===== src/rtl/vga_pkg.sv =====
// Shared VGA scan-out definitions: default timing, sync polarity, VRAM geometry and colors.
package vga_pkg;

  localparam int unsigned DEF_H_VISIBLE  = 640;
  localparam int unsigned DEF_H_FRONT    = 16;
  localparam int unsigned DEF_H_SYNC     = 96;
  localparam int unsigned DEF_H_BACK     = 48;
  localparam int unsigned DEF_V_VISIBLE  = 480;
  localparam int unsigned DEF_V_FRONT    = 10;
  localparam int unsigned DEF_V_SYNC     = 2;
  localparam int unsigned DEF_V_BACK     = 33;
  localparam int unsigned DEF_CELL_SHIFT = 3;
  localparam int unsigned DEF_PIX_DIV    = 2;

  localparam int unsigned VRAM_COLS = 80;
  localparam int unsigned VRAM_ROWS = 60;

  localparam int unsigned CNT_W  = 10;
  localparam int unsigned ADDR_W = 13;

  localparam logic SYNC_ACTIVE = 1'b0;

  localparam logic [2:0] COLOR_BLACK   = 3'b000;
  localparam logic [2:0] COLOR_BLUE    = 3'b001;
  localparam logic [2:0] COLOR_CYAN    = 3'b011;
  localparam logic [2:0] COLOR_MAGENTA = 3'b101;
  localparam logic [2:0] COLOR_WHITE   = 3'b111;

endpackage


===== src/rtl/vga_timing_counter.sv =====
// Pixel divider, horizontal/vertical counters and the visible/sync/frame-start decodes.
module vga_timing_counter
  import vga_pkg::*;
#(
  parameter int unsigned H_VISIBLE = DEF_H_VISIBLE,
  parameter int unsigned H_FRONT   = DEF_H_FRONT,
  parameter int unsigned H_SYNC    = DEF_H_SYNC,
  parameter int unsigned H_BACK    = DEF_H_BACK,
  parameter int unsigned V_VISIBLE = DEF_V_VISIBLE,
  parameter int unsigned V_FRONT   = DEF_V_FRONT,
  parameter int unsigned V_SYNC    = DEF_V_SYNC,
  parameter int unsigned V_BACK    = DEF_V_BACK,
  parameter int unsigned PIX_DIV   = DEF_PIX_DIV
) (
  input  logic             i_clk,
  input  logic             i_rst_n,
  output logic             o_pix_en,
  output logic [CNT_W-1:0] o_hcnt,
  output logic [CNT_W-1:0] o_vcnt,
  output logic             o_visible,
  output logic             o_hsync,
  output logic             o_vsync,
  output logic             o_frame_start
);

  localparam int unsigned DIV_W   = (PIX_DIV > 1) ? $clog2(PIX_DIV) : 1;
  localparam int unsigned H_TOTAL = H_VISIBLE + H_FRONT + H_SYNC + H_BACK;
  localparam int unsigned V_TOTAL = V_VISIBLE + V_FRONT + V_SYNC + V_BACK;

  localparam logic [DIV_W-1:0] DIV_LAST     = DIV_W'(PIX_DIV - 1);
  localparam logic [CNT_W-1:0] H_LAST       = CNT_W'(H_TOTAL - 1);
  localparam logic [CNT_W-1:0] V_LAST       = CNT_W'(V_TOTAL - 1);
  localparam logic [CNT_W-1:0] H_VIS_END    = CNT_W'(H_VISIBLE);
  localparam logic [CNT_W-1:0] V_VIS_END    = CNT_W'(V_VISIBLE);
  localparam logic [CNT_W-1:0] H_SYNC_START = CNT_W'(H_VISIBLE + H_FRONT);
  localparam logic [CNT_W-1:0] H_SYNC_END   = CNT_W'(H_VISIBLE + H_FRONT + H_SYNC);
  localparam logic [CNT_W-1:0] V_SYNC_START = CNT_W'(V_VISIBLE + V_FRONT);
  localparam logic [CNT_W-1:0] V_SYNC_END   = CNT_W'(V_VISIBLE + V_FRONT + V_SYNC);

  logic [DIV_W-1:0] r_div;
  logic [CNT_W-1:0] r_hcnt;
  logic [CNT_W-1:0] r_vcnt;
  logic             r_frame_start;

  logic w_pix_en;
  logic w_h_last;
  logic w_v_last;
  logic w_hsync_win;
  logic w_vsync_win;

  assign w_pix_en    = (r_div == DIV_LAST);
  assign w_h_last    = (r_hcnt == H_LAST);
  assign w_v_last    = (r_vcnt == V_LAST);
  assign w_hsync_win = (r_hcnt >= H_SYNC_START) && (r_hcnt < H_SYNC_END);
  assign w_vsync_win = (r_vcnt >= V_SYNC_START) && (r_vcnt < V_SYNC_END);

  always_ff @(posedge i_clk or negedge i_rst_n) begin
    if (!i_rst_n) begin
      r_div         <= '0;
      r_hcnt        <= '0;
      r_vcnt        <= '0;
      r_frame_start <= 1'b0;
    end else begin
      r_div         <= w_pix_en ? '0 : r_div + 1'b1;
      // Pulse lands on the Clock right after the (last,last) -> (0,0) wrap.
      r_frame_start <= w_pix_en && w_h_last && w_v_last;
      if (w_pix_en) begin
        if (w_h_last) begin
          r_hcnt <= '0;
          r_vcnt <= w_v_last ? '0 : r_vcnt + 1'b1;
        end else begin
          r_hcnt <= r_hcnt + 1'b1;
        end
      end
    end
  end

  assign o_pix_en      = w_pix_en;
  assign o_hcnt        = r_hcnt;
  assign o_vcnt        = r_vcnt;
  assign o_visible     = (r_hcnt < H_VIS_END) && (r_vcnt < V_VIS_END);
  assign o_hsync       = w_hsync_win ? SYNC_ACTIVE : ~SYNC_ACTIVE;
  assign o_vsync       = w_vsync_win ? SYNC_ACTIVE : ~SYNC_ACTIVE;
  assign o_frame_start = r_frame_start;

endmodule


===== src/rtl/vga_vram_scanout.sv =====
// VGA scan-out of the cell VRAM: address generation and the registered color/sync stage.
// Optional macro VGA_GRID_EN paints visible cell-boundary pixels white.
module vga_vram_scanout
  import vga_pkg::*;
#(
  parameter int unsigned H_VISIBLE  = DEF_H_VISIBLE,
  parameter int unsigned H_FRONT    = DEF_H_FRONT,
  parameter int unsigned H_SYNC     = DEF_H_SYNC,
  parameter int unsigned H_BACK     = DEF_H_BACK,
  parameter int unsigned V_VISIBLE  = DEF_V_VISIBLE,
  parameter int unsigned V_FRONT    = DEF_V_FRONT,
  parameter int unsigned V_SYNC     = DEF_V_SYNC,
  parameter int unsigned V_BACK     = DEF_V_BACK,
  parameter int unsigned CELL_SHIFT = DEF_CELL_SHIFT,
  parameter int unsigned VRAM_W     = VRAM_COLS,
  parameter int unsigned PIX_DIV    = DEF_PIX_DIV
) (
  input  logic              Clock,
  input  logic              Reset,
  output logic [ADDR_W-1:0] oVRAMAddr,
  input  logic [2:0]        iVRAMData,
  output logic              oVGA_R,
  output logic              oVGA_G,
  output logic              oVGA_B,
  output logic              oHSync,
  output logic              oVSync,
  output logic              oFrameStart
);

  logic             w_pix_en;
  logic [CNT_W-1:0] w_hcnt;
  logic [CNT_W-1:0] w_vcnt;
  logic             w_visible;
  logic             w_hsync;
  logic             w_vsync;
  logic             w_frame_start;

  logic [ADDR_W-1:0] w_col;
  logic [ADDR_W-1:0] w_row;
  logic [ADDR_W-1:0] w_addr;
  logic [2:0]        w_pix;

  logic [2:0] r_rgb;
  logic       r_hsync;
  logic       r_vsync;

  vga_timing_counter #(
    .H_VISIBLE (H_VISIBLE),
    .H_FRONT   (H_FRONT),
    .H_SYNC    (H_SYNC),
    .H_BACK    (H_BACK),
    .V_VISIBLE (V_VISIBLE),
    .V_FRONT   (V_FRONT),
    .V_SYNC    (V_SYNC),
    .V_BACK    (V_BACK),
    .PIX_DIV   (PIX_DIV)
  ) u_timing (
    .i_clk         (Clock),
    .i_rst_n       (Reset),
    .o_pix_en      (w_pix_en),
    .o_hcnt        (w_hcnt),
    .o_vcnt        (w_vcnt),
    .o_visible     (w_visible),
    .o_hsync       (w_hsync),
    .o_vsync       (w_vsync),
    .o_frame_start (w_frame_start)
  );

  // Multiply by a constant row width; at 80 this reduces to (row<<6)+(row<<4).
  assign w_col  = ADDR_W'(w_hcnt >> CELL_SHIFT);
  assign w_row  = ADDR_W'(w_vcnt >> CELL_SHIFT);
  assign w_addr = w_row * ADDR_W'(VRAM_W) + w_col;

  assign oVRAMAddr = w_visible ? w_addr : '0;

`ifdef VGA_GRID_EN
  logic w_grid;
  assign w_grid = (w_hcnt[CELL_SHIFT-1:0] == '0) || (w_vcnt[CELL_SHIFT-1:0] == '0);
  assign w_pix  = w_grid ? COLOR_WHITE : iVRAMData;
`else
  assign w_pix  = iVRAMData;
`endif

  // Counters are still on the pixel whose data was read, so visible/syncs line up with color.
  always_ff @(posedge Clock or negedge Reset) begin
    if (!Reset) begin
      r_rgb   <= COLOR_BLACK;
      r_hsync <= ~SYNC_ACTIVE;
      r_vsync <= ~SYNC_ACTIVE;
    end else if (w_pix_en) begin
      r_rgb   <= w_visible ? w_pix : COLOR_BLACK;
      r_hsync <= w_hsync;
      r_vsync <= w_vsync;
    end
  end

  assign oVGA_R      = r_rgb[2];
  assign oVGA_G      = r_rgb[1];
  assign oVGA_B      = r_rgb[0];
  assign oHSync      = r_hsync;
  assign oVSync      = r_vsync;
  assign oFrameStart = w_frame_start;

endmodule

===== config.mk =====
export PLATFORM = sky130hd
export DESIGN_NAME = vga_vram_scanout
export DESIGN_NICKNAME = d
export VERILOG_FILES = /design/src/rtl/vga_pkg.sv /design/src/rtl/vga_timing_counter.sv /design/src/rtl/vga_vram_scanout.sv
export SDC_FILE = /design/constraint.sdc
export NUM_CORES = 1
export LEC_CHECK = 0
export BUFFER_PORTS_ARGS = -buffer_cell sky130_fd_sc_hd__buf_2
export CELL_PAD_IN_SITES_DETAIL_PLACEMENT = 0
export CELL_PAD_IN_SITES_GLOBAL_PLACEMENT = 1
export CORE_MARGIN = 8
export CORE_UTILIZATION = 30
export DETAILED_ROUTE_END_ITERATION = 8
export GPL_TIMING_DRIVEN = 0
export MAX_ROUTING_LAYER = met4
export PLACE_DENSITY = 0.6
export SETUP_SLACK_MARGIN = 0.5
export SLEW_MARGIN = 40
export SYNTH_ARGS = -nofsm -noshare
export SYNTH_HDL_FRONTEND = slang
export SYNTH_SLANG_ARGS = --single-unit

===== constraint.sdc =====
create_clock -name Clock -period 2.9 [get_ports Clock]
set_input_delay 0.145 -clock Clock [delete_from_list [all_inputs] [get_ports Clock]]
set_output_delay 0.145 -clock Clock [all_outputs]
set_load 0.01 [all_outputs]

# Word level (Yosys, flattened, before mapping)
# Index checks and enable logic that the tools add are counted.
# Widths: inputs -> output; s select.
[totals] reg_bits=27 in_bits=5 output_inout_bits=19 wordCells=33
[classes] add_sub_neg=4 multipliers=1 n_lt_le_gt_ge=6 n_eq_ne=2 mux=7 reduce_logical=6
[ops] operator="$add 10x1->10 const B" n=2
[ops] operator="$eq 10x10->1 const B" n=2
[ops] operator="$lt 10x10->1 const B" n=2
[ops] operator="$lt 10x9->1 const B" n=2
[ops] operator="$mux 10" n=2
[ops] operator="$add 13x7->13" n=1
[ops] operator="$mux 13" n=1
[ops] operator="$ge 10x10->1 const B" n=1
[ops] operator="$ge 10x9->1 const B" n=1
[ops] operator="$mul 7x3->9 const B" n=1
[ops] operator="$logic_and 1x1->1" n=5
[ops] operator="$mux 1" n=3
[ops] operator="$mux 3" n=1
[ops] operator="$reduce_and 2->1" n=1
[ops] operator="$add 1x1->1 const B" n=1

# Longest topological paths before layout
[depth] ltp_word=3 depth_mapped=8 mapped_depth_nobuf=8

# Cells and area by module
# From an unflattened synthesis, not the netlist that was laid out.
[hier_totals] cells_unflattened=206 hier_area_um2=1936.9
[by_module_without_submodules] module="vga_timing_counter" instances=1 cells_each=122 area_each_um2=1208.7 seq_area_each_um2=550.5
[by_module_without_submodules] module="vga_vram_scanout" instances=1 cells_each=84 area_each_um2=728.2 seq_area_each_um2=127.6

# Worst setup path after synthesis
# No wires, ideal clock.
[synth_path] path_type="flip-flop to output port" from="register u_timing.r_vcnt[6], in the netlist u_timing.o_vcnt[6]" to="output port oVRAMAddr[11]" t_arrival_ns=2.222 required_ns=2.755 setup_slack_ns=0.533 stages_incl_launch_ff=9 n_path_buf=0 path_cell_list="dfrtp_1 -> ha_1 -> ha_1 -> fa_1 -> xor2_1 -> nand2_1 -> nor4_1 -> xnor2_1 -> nor2_1"
[synth_between] elab_chain_len=3
[synth_rtl] item="from (decl)" line_no="vga_timing_counter.sv:42" source="logic [CNT_W-1:0] r_vcnt;"
[synth_rtl] item="from (signal assigned)" line_no="vga_timing_counter.sv:70" source="r_vcnt <= w_v_last ? '0 : r_vcnt + 1'b1;"
[synth_rtl] item="$mul 7x3->9 / $lt 10x9->1 (equally long branches)" line_no="vga_vram_scanout.sv:72, vga_timing_counter.sv:81"
[synth_rtl] item="$add 13x7->13 / $logic_and 1x1->1 (equally long branches)" line_no="vga_vram_scanout.sv:72, vga_timing_counter.sv:81"
[synth_rtl] item="$mux 13 (*)" line_no="vga_vram_scanout.sv:74" source="assign oVRAMAddr = w_visible ? w_addr : '0;"
[synth_rtl] item="to (decl)" line_no="vga_vram_scanout.sv:20" source="output logic [ADDR_W-1:0] oVRAMAddr,"
# Every way passes the cells marked *; elsewhere a longest branch is shown, timed or not.

# Final worst setup path
[layout_path] from="register u_timing.r_vcnt[4], in the netlist u_timing.o_vcnt[4]" to="output port oVRAMAddr[12]"
# Same word-level chain as after synthesis.

==> flow_summary.ini <==
[run_status]
status = finished, final reports clean

[die]
core-area_um2 = 5850
pin_count = 24
die_w_um = 93.2
dieArea_um2 = 8690
fp-row-count = 28
initial_utilization = 0.306
fp.dieH_um = 93.2

[synthesis]
syn_area_per_cell_um2 = 9.72
synth_nets = 209
netlist_top_cells_area = dfrtp_1 35%, ha_1 13%, xnor2_1 5.9%
synth.most_common_cell = dfrtp_1
synth.cell_area_um2 = 1790
ys_ff_latch = 27
synth_edf_count = 0
synth_top_cell_area_share = 0.350
synthTopCellsByCount = 25 x dfrtp_1, 23 x nor2_1, 18 x ha_1, 14 x nand2_1, 12 x xnor2_1
synth_ff_type = dfrtp_1
synth_warnings = 0
ys_types = 42
postSynthCellCount = 184
synthArstFlopShare = 1.00
synth_top_area_cell = dfrtp_1
seq_area_frac_synth = 0.379

[detailed_routing]
drtIter0Drc = 45
first_pass_iters = 4
vias_per_cell = 4.83
drc_errors = 0
wl_per_cell_um = 14.0
antenna_left = 0
routed_wl_mm = 4.14
vias = 1425

[timing]
relSlewSlack = 0.576
finalHoldViolations = 0
rsz0062_at_grt = true
fmax_ghz = 0.383
whs_ns = 0.0956
fin_setup_tns_ns = 0
tightest_slew_ns = 0.637
finalSetupViolations = 0
drv_slew = 0
min_period_ns = 2.61
finClkSkew_ns = 0.00640
finalCritPeriodShare = 0.901

[grt]
grt_max_degree = 28
gr-total-overflow = 0
grt.total_usage = 0.105
grt_pass1_vias = 1459
grt_pass1_wl_mm = 7.18
antenna_found_initial = 0

[clocking]
cts-root-buf = clkbuf_8
h-tree-depth = 1
clockBufferDepth = 2
cts_tree = done
clk_pin_slew_ns = 0.10
cts_buffers = 3
clock_sinks = 27
clock_latency_ns = 0.28

[worst_setup_path]
startpoint_type = flip-flop
cp.arrival_ns = 2.47
crit_path_start = u_timing.o_vcnt[4]$_DFFE_PN0P_
path_class = flip-flop to primary output
critPathCaptureType = primary output
timing.rr.start = u_timing.o_hcnt[0]$_DFFE_PN0P_
path_max_fanout = 3
cp.required_ns = 2.76

[finish]
drive_gt1_frac = 0.323
area_growth_pct = 27.9
n_fill_cell = 615
nets = 246
diodes = 0

[placement]
routabilityCongestion = 0.759
dp_hpwl_mm = 2.92
port_buffers = 23

[worst_hold_path]
hold_start = iVRAMData[0]
hold_class = input port to flip-flop

[run]
maxCapViolations = 0

[power]
power_uw = 621
peakVddDrop_mv = 0.150
leakagePower_uw = 0.00103
power_density_nw_per_um2 = 272
[layer usage]
metal	up-vias	track usage	wire length, um
li1	717	-	-
met1	687	0.133	2000
met2	16	0.165	1970
met3	5	0.0136	97
met4	0	0.0443	74
met5	-	-	0
[cells in the final DEF, fill, tap and decap left out, types with 3 or more instances in the layout]
cell / Yosys / final
clkbuf_1: 3 / 4
buf_4: 0 / 8
nor2_1: 23 / 20
buf_2: 0 / 23
inv_1: 10 / 10
nand2_1: 14 / 13
nor2_2: 1 / 3
nor3_1: 5 / 5
clkbuf_8: 0 / 3
ha_4: 0 / 7
xor2_1: 10 / 9
nand4_1: 9 / 9
xnor2_1: 12 / 11
dfrtp_2: 0 / 5
a21o_1: 3 / 3
nand3_1: 3 / 3
o2bb2ai_1: 3 / 3
dfrtp_1: 25 / 20
o21ai_0: 8 / 7
ha_1: 18 / 10
and2_1: 5 / 5
[state kept, by name, summed over array words and instances, names as in the netlist]
name                    count
oHSync                      1
oVSync                      1
r_rgb                       3
u_timing.o_frame_start      1
u_timing.o_hcnt            10
u_timing.o_pix_en           1
u_timing.o_vcnt            10
[power by group]
group          switching, uW  total, uW  internal [uW]
Sequential              1.05        379            378
Combinational           11.2       16.3           5.12
Clock                    127        226           98.9
[worst max-delay path, stage by stage, from the launching register on]
cell and delay [ns]:
dfrtp_2 0.44, ha_4 0.25, ha_4 0.16, fa_2 0.37, a21o_1 0.19, a21oi_2 0.17
xnor2_2 0.11, a31o_2 0.25, a21oi_2 0.10, buf_2 0.14
[cells by family after synthesis]
| logic type | after synthesis | synth area share |
|---|---|---|
| xor gates and xnor gates | 22 | 0.108 |
| DFF | 27 | 0.379 |
| AOI/OAI and AO/OA | 26 | 0.100 |
| and+or+nand+nor | 75 | 0.231 |
| adders and majority gates | 20 | 0.148 |
| buffers and inverters | 14 | 0.0336 |
[repair_timing]
action / in CTS / in global routing
buffers inserted: 8 / 0
hold endpoints to repair: 25 / 0
resized for setup: 26 / 6
pin swaps: 10 / 6
cloned: 0 / 0
setup endpoints to repair: 4 / 4
hold buffers: 1 / 0
[final timing paths]
| kind | endpoint | slack, ns | depth (start not counted) |
|---|---|---|---|
| worst min-delay path | r_rgb[0]$_DFFE_PN0P_ | 0.1 | 3 |
| max in group asynchronous | u_timing.o_vcnt[5]$_DFFE_PN0P_ | 2.02 | 2 |
| worst min register to register | oHSync$_DFFE_PN1P_ | 0.48 | 2 |
| worst max-delay path | oVRAMAddr[12] | 0.29 | 9 |
| min in group asynchronous | u_timing.o_hcnt[1]$_DFFE_PN0P_ | 0.44 | 2 |
| worst max register to register | u_timing.o_vcnt[9]$_DFFE_PN0P_ | 1.07 | 6 |
[final cells by class]
cell class,instances,area (um2),area share
sequential,27,684,0.299
buffer,4,22.5,0.00984
multi-input combinational,143,1220,0.533
inverter,10,37.5,0.0164
tap,75,93.8,0.0410
timing repair buffer,32,185,0.0809
clock buffer,4,45.0,0.0197
[stage by stage]
stage | utilization | worst slack [ns] | instance area, um2 | std cells
6_report | 0.391 | 0.288 | 2290 | 295
5_1_grt | 0.391 | 0.162 | 2290 | 295
4_1_cts | 0.384 | 0.248 | 2250 | 295
3_5_place_dp | 0.342 | 0.305 | 2000 | 282
3_3_place_gp | 0.342 | 0.298 | 2000 | 282
2_1_floorplan | - | 0.533 | 1790 | 184
Note: power is estimated with default switching activity, not from simulation.
